**config.mk**
```make
export PLATFORM = sky130hd
export DESIGN_NAME = cache_line_state
export DESIGN_NICKNAME = d
export VERILOG_FILES = /design/src/rtl/cache_pkg.sv /design/src/rtl/cache_free_way_enc.sv /design/src/rtl/cache_line_state.sv
export SDC_FILE = /design/constraint.sdc
export NUM_CORES = 1
export LEC_CHECK = 0
export CAP_MARGIN = 20
export CORE_MARGIN = 4
export CORE_UTILIZATION = 41
export DETAILED_ROUTE_END_ITERATION = 10
export PLACE_DENSITY = 0.56
export SYNTH_ARGS = -nofsm -noshare
export SYNTH_HDL_FRONTEND = slang
export SYNTH_SLANG_ARGS = --single-unit
```
**constraint.sdc**
```tcl
create_clock -name clk -period 3.7 [get_ports clk]
set_input_delay 0.74 -clock clk [delete_from_list [all_inputs] [get_ports clk]]
set_output_delay 0.74 -clock clk [all_outputs]
set_load 0.02 [all_outputs]
```
**src/rtl/cache_pkg.sv**
```systemverilog
// Shared cache types and geometry helpers for the line-state,
// tag/data arrays and the cache controller.
package cache_pkg;

   typedef enum logic [1:0] {
      IDLE,
      SCAN,
      WB_WAIT,
      DONE
   } flush_state_t;

   function automatic int sets_f(input int ways, input int total);
      return total / ways;
   endfunction

   function automatic int way_w_f(input int ways);
      return $clog2(ways);
   endfunction

   function automatic int idx_w_f(input int ways, input int total);
      return $clog2(total / ways);
   endfunction

endpackage

```
**src/rtl/cache_free_way_enc.sv**
```systemverilog
// Lowest-numbered invalid way of a set, for fill allocation.
// Returns way 0 with o_free_valid low when the set is full.
module cache_free_way_enc #(
   parameter  int WAYS  = 4,
   localparam int WAY_W = $clog2(WAYS)
) (
   input  logic [WAYS-1:0]  i_valid,
   output logic             o_free_valid,
   output logic [WAY_W-1:0] o_free_way
);

   always_comb begin
      o_free_valid = 1'b0;
      o_free_way   = '0;
      // Descending scan so the lowest invalid way is the last writer.
      for (int i = WAYS - 1; i >= 0; i--) begin
         if (!i_valid[i]) begin
            o_free_valid = 1'b1;
            o_free_way   = WAY_W'(i);
         end
      end
   end

endmodule

```
**src/rtl/cache_line_state.sv**
```systemverilog
// Valid/dirty state per (way, set) with line ops, free-way
// selection and a flush engine feeding the write-back path.
module cache_line_state
   import cache_pkg::*;
#(
   parameter  int WAYS           = 4,
   parameter  int TOTAL_SIZE     = 16,
   parameter  int INVAL_ON_FLUSH = 1,
   localparam int SETS  = sets_f(WAYS, TOTAL_SIZE),
   localparam int WAY_W = way_w_f(WAYS),
   localparam int IDX_W = idx_w_f(WAYS, TOTAL_SIZE)
) (
   input  logic             clk,
   input  logic             rst,
   input  logic [IDX_W-1:0] index,
   input  logic [WAY_W-1:0] way,
   input  logic             we,
   input  logic             set_dirty,
   input  logic             inv,
   input  logic             clean,
   output logic [WAYS-1:0]  valid_out,
   output logic [WAYS-1:0]  dirty_out,
   output logic             free_valid,
   output logic [WAY_W-1:0] free_way,
   output logic             set_full,
   input  logic             flush_req,
   output logic             flush_busy,
   output logic             flush_done,
   output logic             wb_valid,
   output logic [WAY_W-1:0] wb_way,
   output logic [IDX_W-1:0] wb_index,
   input  logic             wb_ready
);

   localparam int PTR_W = IDX_W + WAY_W;

   flush_state_t     r_state;
   flush_state_t     w_state_nxt;
   logic [WAYS-1:0]  r_valid [SETS];
   logic [WAYS-1:0]  r_dirty [SETS];
   logic [PTR_W-1:0] r_ptr;
   logic             r_wb_valid;
   logic [WAY_W-1:0] r_wb_way;
   logic [IDX_W-1:0] r_wb_index;

   logic [IDX_W-1:0] w_ptr_set;
   logic [WAY_W-1:0] w_ptr_way;
   logic             w_last;
   logic             w_hit;
   logic             w_hs;
   logic [WAYS-1:0]  w_valid_set;
   logic             w_free_valid;

   // Pointer is {set, way}, so a plain increment walks way inner.
   assign w_ptr_set = r_ptr[PTR_W-1:WAY_W];
   assign w_ptr_way = r_ptr[WAY_W-1:0];
   assign w_last    = &r_ptr;
   assign w_hit     = r_valid[w_ptr_set][w_ptr_way]
                    & r_dirty[w_ptr_set][w_ptr_way];
   assign w_hs      = (r_state == WB_WAIT) & r_wb_valid & wb_ready;

   assign w_valid_set = r_valid[index];
   assign valid_out   = w_valid_set;
   assign dirty_out   = r_dirty[index];
   assign free_valid  = w_free_valid;
   assign set_full    = ~w_free_valid;

   cache_free_way_enc #(
      .WAYS(WAYS)
   ) u_free_enc (
      .i_valid      (w_valid_set),
      .o_free_valid (w_free_valid),
      .o_free_way   (free_way)
   );

   assign flush_busy = (r_state != IDLE);
   assign flush_done = (r_state == DONE);
   assign wb_valid   = r_wb_valid;
   assign wb_way     = r_wb_way;
   assign wb_index   = r_wb_index;

   always_ff @(posedge clk or posedge rst) begin
      if (rst) r_state <= IDLE;
      else     r_state <= w_state_nxt;
   end

   always_comb begin
      w_state_nxt = r_state;
      unique case (r_state)
         IDLE:    if (flush_req) w_state_nxt = SCAN;
         SCAN: begin
            if (w_hit)       w_state_nxt = WB_WAIT;
            else if (w_last) w_state_nxt = DONE;
         end
         WB_WAIT: if (w_hs) w_state_nxt = w_last ? DONE : SCAN;
         DONE:    w_state_nxt = IDLE;
         default: w_state_nxt = IDLE;
      endcase
   end

   always_ff @(posedge clk or posedge rst) begin
      if (rst) begin
         for (int s = 0; s < SETS; s++) begin
            r_valid[s] <= '0;
            r_dirty[s] <= '0;
         end
      end else begin
         unique case (r_state)
            IDLE: begin
               if (inv) begin
                  r_valid[index][way] <= 1'b0;
                  r_dirty[index][way] <= 1'b0;
               end else if (we) begin
                  r_valid[index][way] <= 1'b1;
                  r_dirty[index][way] <= set_dirty;
               end else if (clean) begin
                  r_dirty[index][way] <= 1'b0;
               end
            end
            SCAN: begin
               if (!w_hit && INVAL_ON_FLUSH != 0)
                  r_valid[w_ptr_set][w_ptr_way] <= 1'b0;
            end
            WB_WAIT: begin
               if (w_hs) begin
                  r_dirty[w_ptr_set][w_ptr_way] <= 1'b0;
                  if (INVAL_ON_FLUSH != 0)
                     r_valid[w_ptr_set][w_ptr_way] <= 1'b0;
               end
            end
            default: ;
         endcase
      end
   end

   always_ff @(posedge clk or posedge rst) begin
      if (rst) begin
         r_ptr      <= '0;
         r_wb_valid <= 1'b0;
         r_wb_way   <= '0;
         r_wb_index <= '0;
      end else begin
         unique case (r_state)
            SCAN: begin
               if (w_hit) begin
                  r_wb_valid <= 1'b1;
                  r_wb_way   <= w_ptr_way;
                  r_wb_index <= w_ptr_set;
               end else if (!w_last) begin
                  r_ptr <= r_ptr + PTR_W'(1);
               end
            end
            WB_WAIT: begin
               if (w_hs) begin
                  r_wb_valid <= 1'b0;
                  if (!w_last) r_ptr <= r_ptr + PTR_W'(1);
               end
            end
            default: r_ptr <= '0;
         endcase
      end
   end

endmodule

```
# [Yosys cells after proc, flatten, opt, wreduce, memory -nomap -nowiden]
# Index checks and enable logic that the tools add are counted.
[totals] ff_bits=43
[op_classes] n_eq_ne=10 reduce_logical=16 magnitude_cmp=8 n_addsub=1 bitwise_logic=13 mux=56
[op_table] operator="16-bit 2-to-1 mux" n=8
[op_table] operator="16-bit AND" n=4
[op_table] operator="4-bit 2-to-1 mux" n=13
[op_table] operator="16-bit case mux with 3 select lines" n=1
[op_table] operator="4-bit binary-select mux with 2-bit select" n=4
[op_table] operator="16-bit inverter" n=2
[op_table] operator="16-bit case mux with 2 select lines" n=1
[op_table] operator="2-bit 2-to-1 mux" n=9
[op_table] operator="16-bit bitwise mux" n=1
[op_table] operator="4-bit demux with 2-bit select" n=2
[op_table] operator="16-bit OR" n=1
[op_table] operator="1-bit 2-to-1 mux" n=10
[op_table] operator="3-bit AND reduction" n=3
[op_table] operator="2-bit != test (second input constant)" n=4
[op_table] operator="2-bit case mux with 4 select lines" n=1
[op_table] operator="4-bit case mux with 2 select lines" n=1
[op_table] operator="4-bit AND reduction" n=2
[op_table] operator="3-bit greater-or-equal comparator (second input constant)" n=2
[op_table] operator="2-bit by 3-bit less-than comparator with 1-bit output (second input constant)" n=2
[op_table] operator="3-bit by 1-bit less-than comparator with 1-bit output (second input constant)" n=2
[op_table] operator="3-bit != test (second input constant)" n=2
[op_table] operator="2-bit inverter with 3-bit output" n=2
[op_table] operator="2-bit nonzero test" n=3
[op_table] operator="4-bit by 1-bit adder with 4-bit output (second input constant)" n=1
[op_table] operator="13 further kinds" n=23

# [Depth between registers and ports, before layout]
[logic_depth] depth_word=12 depth_mapped=9 ltp_nobuf=7

# [Cells and area by module]
# Synthesis repeated with hierarchy kept, for this count alone.
[unflattened] hier_cells=363 area_unflattened_um2=3313.2
[modules_own_cells] mod="cache_line_state" cells_each=358 instances=1 area_per_inst_um2=3284.4 seq_area_each_um2=1076.0
[modules_own_cells] mod="cache_free_way_enc" cells_each=5 instances=1 area_per_inst_um2=28.8 seq_area_each_um2=0.0

# [Worst setup path after synthesis]
# Ideal clock, no wire load.
[synth_path] kind="input -> output" from="input port index[0]" to="output port free_way[0]" path_stages=4 slack_ns=0.623 arrival_time_ns=2.337 path_buffers=2 cell_sequence="clkbuf_1 > clkbuf_1 > mux4_2 > a21boi_0"
[synth_between] elab_cells_between_ends=8 classes_between="mux: 7; bitwise: 1"
[synth_lines] item="from (decl)" line_no="cache_line_state.sv:15" rtl="input logic [IDX_W-1:0] index,"
[synth_lines] item="2-bit inverter with 3-bit output (not written as such)" line_no="cache_line_state.sv:62" rtl="assign w_valid_set = r_valid[index];"
[synth_lines] item="4-bit binary-select mux with 2-bit select" line_no="cache_line_state.sv:62"
[synth_lines] item="4-bit 2-to-1 mux (not written as such) (2 in a row)" line_no="cache_line_state.sv:62"
[synth_lines] item="via valid_out[1]" line_no="cache_line_state.sv:21" rtl="output logic [WAYS-1:0] valid_out,"
[synth_lines] item="2-bit 2-to-1 mux (2 in a row)" line_no="cache_free_way_enc.sv:17" rtl="if (!i_valid[i]) begin"
[synth_lines] item="to (decl)" line_no="cache_line_state.sv:24" rtl="output logic [WAY_W-1:0] free_way,"
# The timed path passes the listed nets, and every way through them passes these cells. The select of a mux whose other input is x is not followed.

# [Worst setup path in the final report]
[layout_path] from="input port index[1]" to="output port free_way[1]"
[layout_between] elab_chain_len=8
[layout_rtl] item="2-bit inverter with 3-bit output (not written as such) *" line_no="cache_line_state.sv:62"
[layout_rtl] item="4-bit binary-select mux with 2-bit select *" line_no="cache_line_state.sv:62"
[layout_rtl] item="4-bit 2-to-1 mux (not written as such) * (2 in a row)" line_no="cache_line_state.sv:62"
[layout_rtl] item="2-bit 2-to-1 mux (3 in a row)" line_no="cache_free_way_enc.sv:17"
[layout_rtl] item="2-bit 2-to-1 mux *" line_no="cache_free_way_enc.sv:17"
# Every way passes the cells marked *; elsewhere a longest branch is shown, timed or not. The select of a mux whose other input is x is not followed.

==> metrics <==
combinational share of power=0.537; main combinational cell family by area after synthesis=compound AO/OA/AOI/OAI gates; Max Buffers Root-to-Sink=2; detailed-route wire length=roughly 9900 µm; DRC violation total after the first TritonRoute iteration=between 200 and 250; actual slew at the worst max-slew pin=roughly 0.70 ns; share of the core filled with cells in the final layout=0.490; share of flip-flops with an asynchronous set or reset after synthesis=1.00; area share of the largest cell type after synthesis=0.323; number of antenna violations at the first check in global routing=0; top cells by area in the synthesized netlist=dfrtp_1 32%, mux4_2 12%, o21ai_0 8.0%, nand2_1 4.1%, o22ai_1 3.6%; setup TNS=0 ns; Post-synth EDFFs=0; Max stage delay cell, worst path=clkdlybuf4s50_1; Reg2Reg Depth=5; part of the power in registers=0.306; clock insertion delay at the later pin of the skew report=0.30 ns; worst path buffer plus inverter count=2; # Max-Cap Violations=0; fraction of met2 tracks used by global routing=0.306; cell taking the most area after synthesis=dfrtp_1; total power per unit cell area=between 700 and 800 nW/µm²; most used standard cell by instance count after synthesis=o21ai_0; Vias/cell=6.15; Worst Path Max Fanout=4; total CTS buffers=5; remaining max-slew budget at the tightest pin=0.531; slack of the worst reg-to-reg path=a little over 0.9 ns; most congested layer reported by global routing=met1; floorplan core area=about 7800 µm²; Final Hold Violating Endpoints=0; critical path arrival=between 2 and 3 ns; met3 Use GR=0.0250; clock tree from TritonCTS=built; portion of the post-synthesis area used by sequential elements=0.323; die area=9620 µm²; share of synthesized cell area in and, or, nand and nor gates=0.203; total global-route track usage=0.206; final period demand of the worst path=roughly 3.5 ns; internal portion of total power=approximately 0.0015 W; net count after synthesis=a little under 400; Synth Register Bits=43; worst hold slack across all endpoints=between 0.5 and 0.6 ns; global-route track usage on met1=0.308; crit path capture type=output pin; hold buffers post-CTS=0; Post-DP HPWL=roughly 7000 µm; Setup Fix Bufs, Post-CTS=0; Gate Count Post-Synth=approximately 380; fraction of the cycle the final worst path needs=0.955; startpoint of the most critical register-to-register path=r_ptr[0]; cell-by-cell listing of the critical path=clkdlybuf4s50_1 -> mux4_2 -> and2_1 -> nor2_1 -> clkdlybuf4s50_1; final net count=416; final clock skew=slightly above 0.009 ns; fin. max-slew vios=0; xor-xnor portion of the synthesized cell area=0; Req. time, crit path=2.96 ns; synth unique cells=45; Max Clock Freq=about 280 MHz; worst setup path endpoint=free_way[1]; global-route wire length before repair=~16000 µm; complex-gate fraction of the synthesized area=0.220; number of instances resized during post-cts repair=0; Detail Route Antenna Nets=0; die span in x=98.1 µm; Sw Ratio=0.473; antenna diode count=0; maximum level of the CTS H-tree=2; stage delay of the slowest cell on the critical path=0.60 ns; overall overflow remaining after global route=0; Sinks on Clock Net=between 40 and 50; die boundary height=~100 µm; routed wirelength normalized by instance count=19.8 µm; pin count of the biggest net entering global routing=34; sort of element at the start of the critical path=primary input; Max rail drop VDD=499 µV; critical path depth=5; multiplexer share of the synthesized area=0.150; proportion of layout cells with a drive suffix above 1=0.116; launching instance or port of the critical path=index[1]; Routability Congestion=between 0.8 and 0.9; first-pass iteration count of the detailed router=5; Net Switching=between 0.001 and 0.0015 W; endpoints failing setup=0; most used cell, CP=clkdlybuf4s50_1; outcome=finished, final reports clean; reported leakage power=between 1.5 and 2 nW; adder and majority gate portion of the synthesized area=0.0338; number of vias in the routed layout=~3100; via count of the first global-routing pass=roughly 2800; path type of the worst setup path=in2out; number of I/O pins=31; average footprint of a synthesized cell=approximately 9 µm²; worst min-delay path class=reg2reg; IO Port Bufs=30; combined area of all synthesized cells=~3300 µm²; buffer cell driving the clock tree root=clkbuf_8; cell types with the highest counts after synthesis=53 x o21ai_0, 43 x dfrtp_1, 36 x nand2_1; fraction of power consumed by the clock network=0.157; residual DRC count=0; setup repair after global routing missed its margin=false; clock slew at reported path FFs=roughly 0.080 ns; Initial Utilization=0.426; most used flip-flop cell after synthesis=dfrtp_1; count of synthesis-stage warnings from yosys=0; kind of cell with the highest combined delay on the critical path=buffers and inverters; cell row count=32; Area growth, synth to finish=15.1%
## worst reg2reg max path, cell delays in order (launching register included)
cell	delay, ns
dfrtp_1	0.43
inv_2	0.28
mux4_2	0.60
mux4_2	0.62
o211ai_4	0.53
o22ai_1	0.20
## worst min-delay path by stage
stage,from,to,slack [ns],depth (start not counted)
after floorplan,r_dirty[6],r_dirty[6],0.50,2
after global placement,wb_index[1],wb_index[1],0.50,2
after detailed placement,wb_way[0],wb_way[0],0.51,2
after CTS,wb_way[0],wb_way[0],0.53,2
after global routing,wb_way[0],wb_way[0],0.55,2
final,wb_way[0],wb_way[0],0.52,2
## stage by stage
step / power (W) / worst slack (ns) / std cells / cell area, µm²
floorplan: 0.00186 / 0.623 / 377 / 3330
detailed placement: 0.00238 / 0.169 / 490 / 3700
global route: 0.00301 / 0.0652 / 498 / 3830
global placement: 0.00238 / 0.174 / 490 / 3700
finish: 0.00283 / 0.167 / 498 / 3830
CTS: 0.00282 / 0.157 / 498 / 3830
## routing by layer
metal,share of wire,vias to the layer above,wire length (µm)
li1,-,1441,-
met1,0.46,1488,4540
met2,0.45,118,4440
met3,0.065,17,642
met4,0.025,0,249
met5,0,-,0
## cells in the final DEF (no fill, tap or decap), drive strengths merged, types with 3 or more instances in the layout
cell type      count
nor2              22
and3               5
a31oi              9
inv               24
nand4bb            4
and2              17
ha                 9
dfrtp             43
mux2i              6
clkdlybuf4s50     30
nand4              7
mux4              18
a41oi              4
nor3               4
nand2             36
or4b               4
nand4b             9
o21a               3
o21ai             55
a21oi             21
a21boi             3
nand3b             3
mux2               3
o22ai             19
clkbuf             6
buf               10
## logic make-up (layout without fill, tap and decap cells)
kind of cell / after synthesis / after routing
buffers and inverters: 55 / 74
adder cells (fa/ha/maj): 9 / 9
AO/OA/AOI/OAI: 123 / 123
flip-flops: 43 / 43
multiplexers: 27 / 27
AND/OR/NAND/NOR: 120 / 120
## power by group through the flow
stage | logic [W] | clock network [W] | registers, W
2_1_floorplan | 0.00108 | 0 | 0.000779
3_3_place_gp | 0.00151 | 0 | 0.000868
3_5_place_dp | 0.00151 | 0 | 0.000869
4_1_cts | 0.00152 | 0.000449 | 0.000859
5_1_grt | 0.00165 | 0.000467 | 0.000887
6_report | 0.00152 | 0.000444 | 0.000865
## cell type report
class,instances,area (µm²)
clock buffer,6,72.6
clock inverter,2,60.1
fill,771,3980
inverter,26,97.6
multi-input combinational,279,2020
sequential,43,1080
tap,102,128
timing repair buffer,40,375
Power figures use the tool's default switching activity.
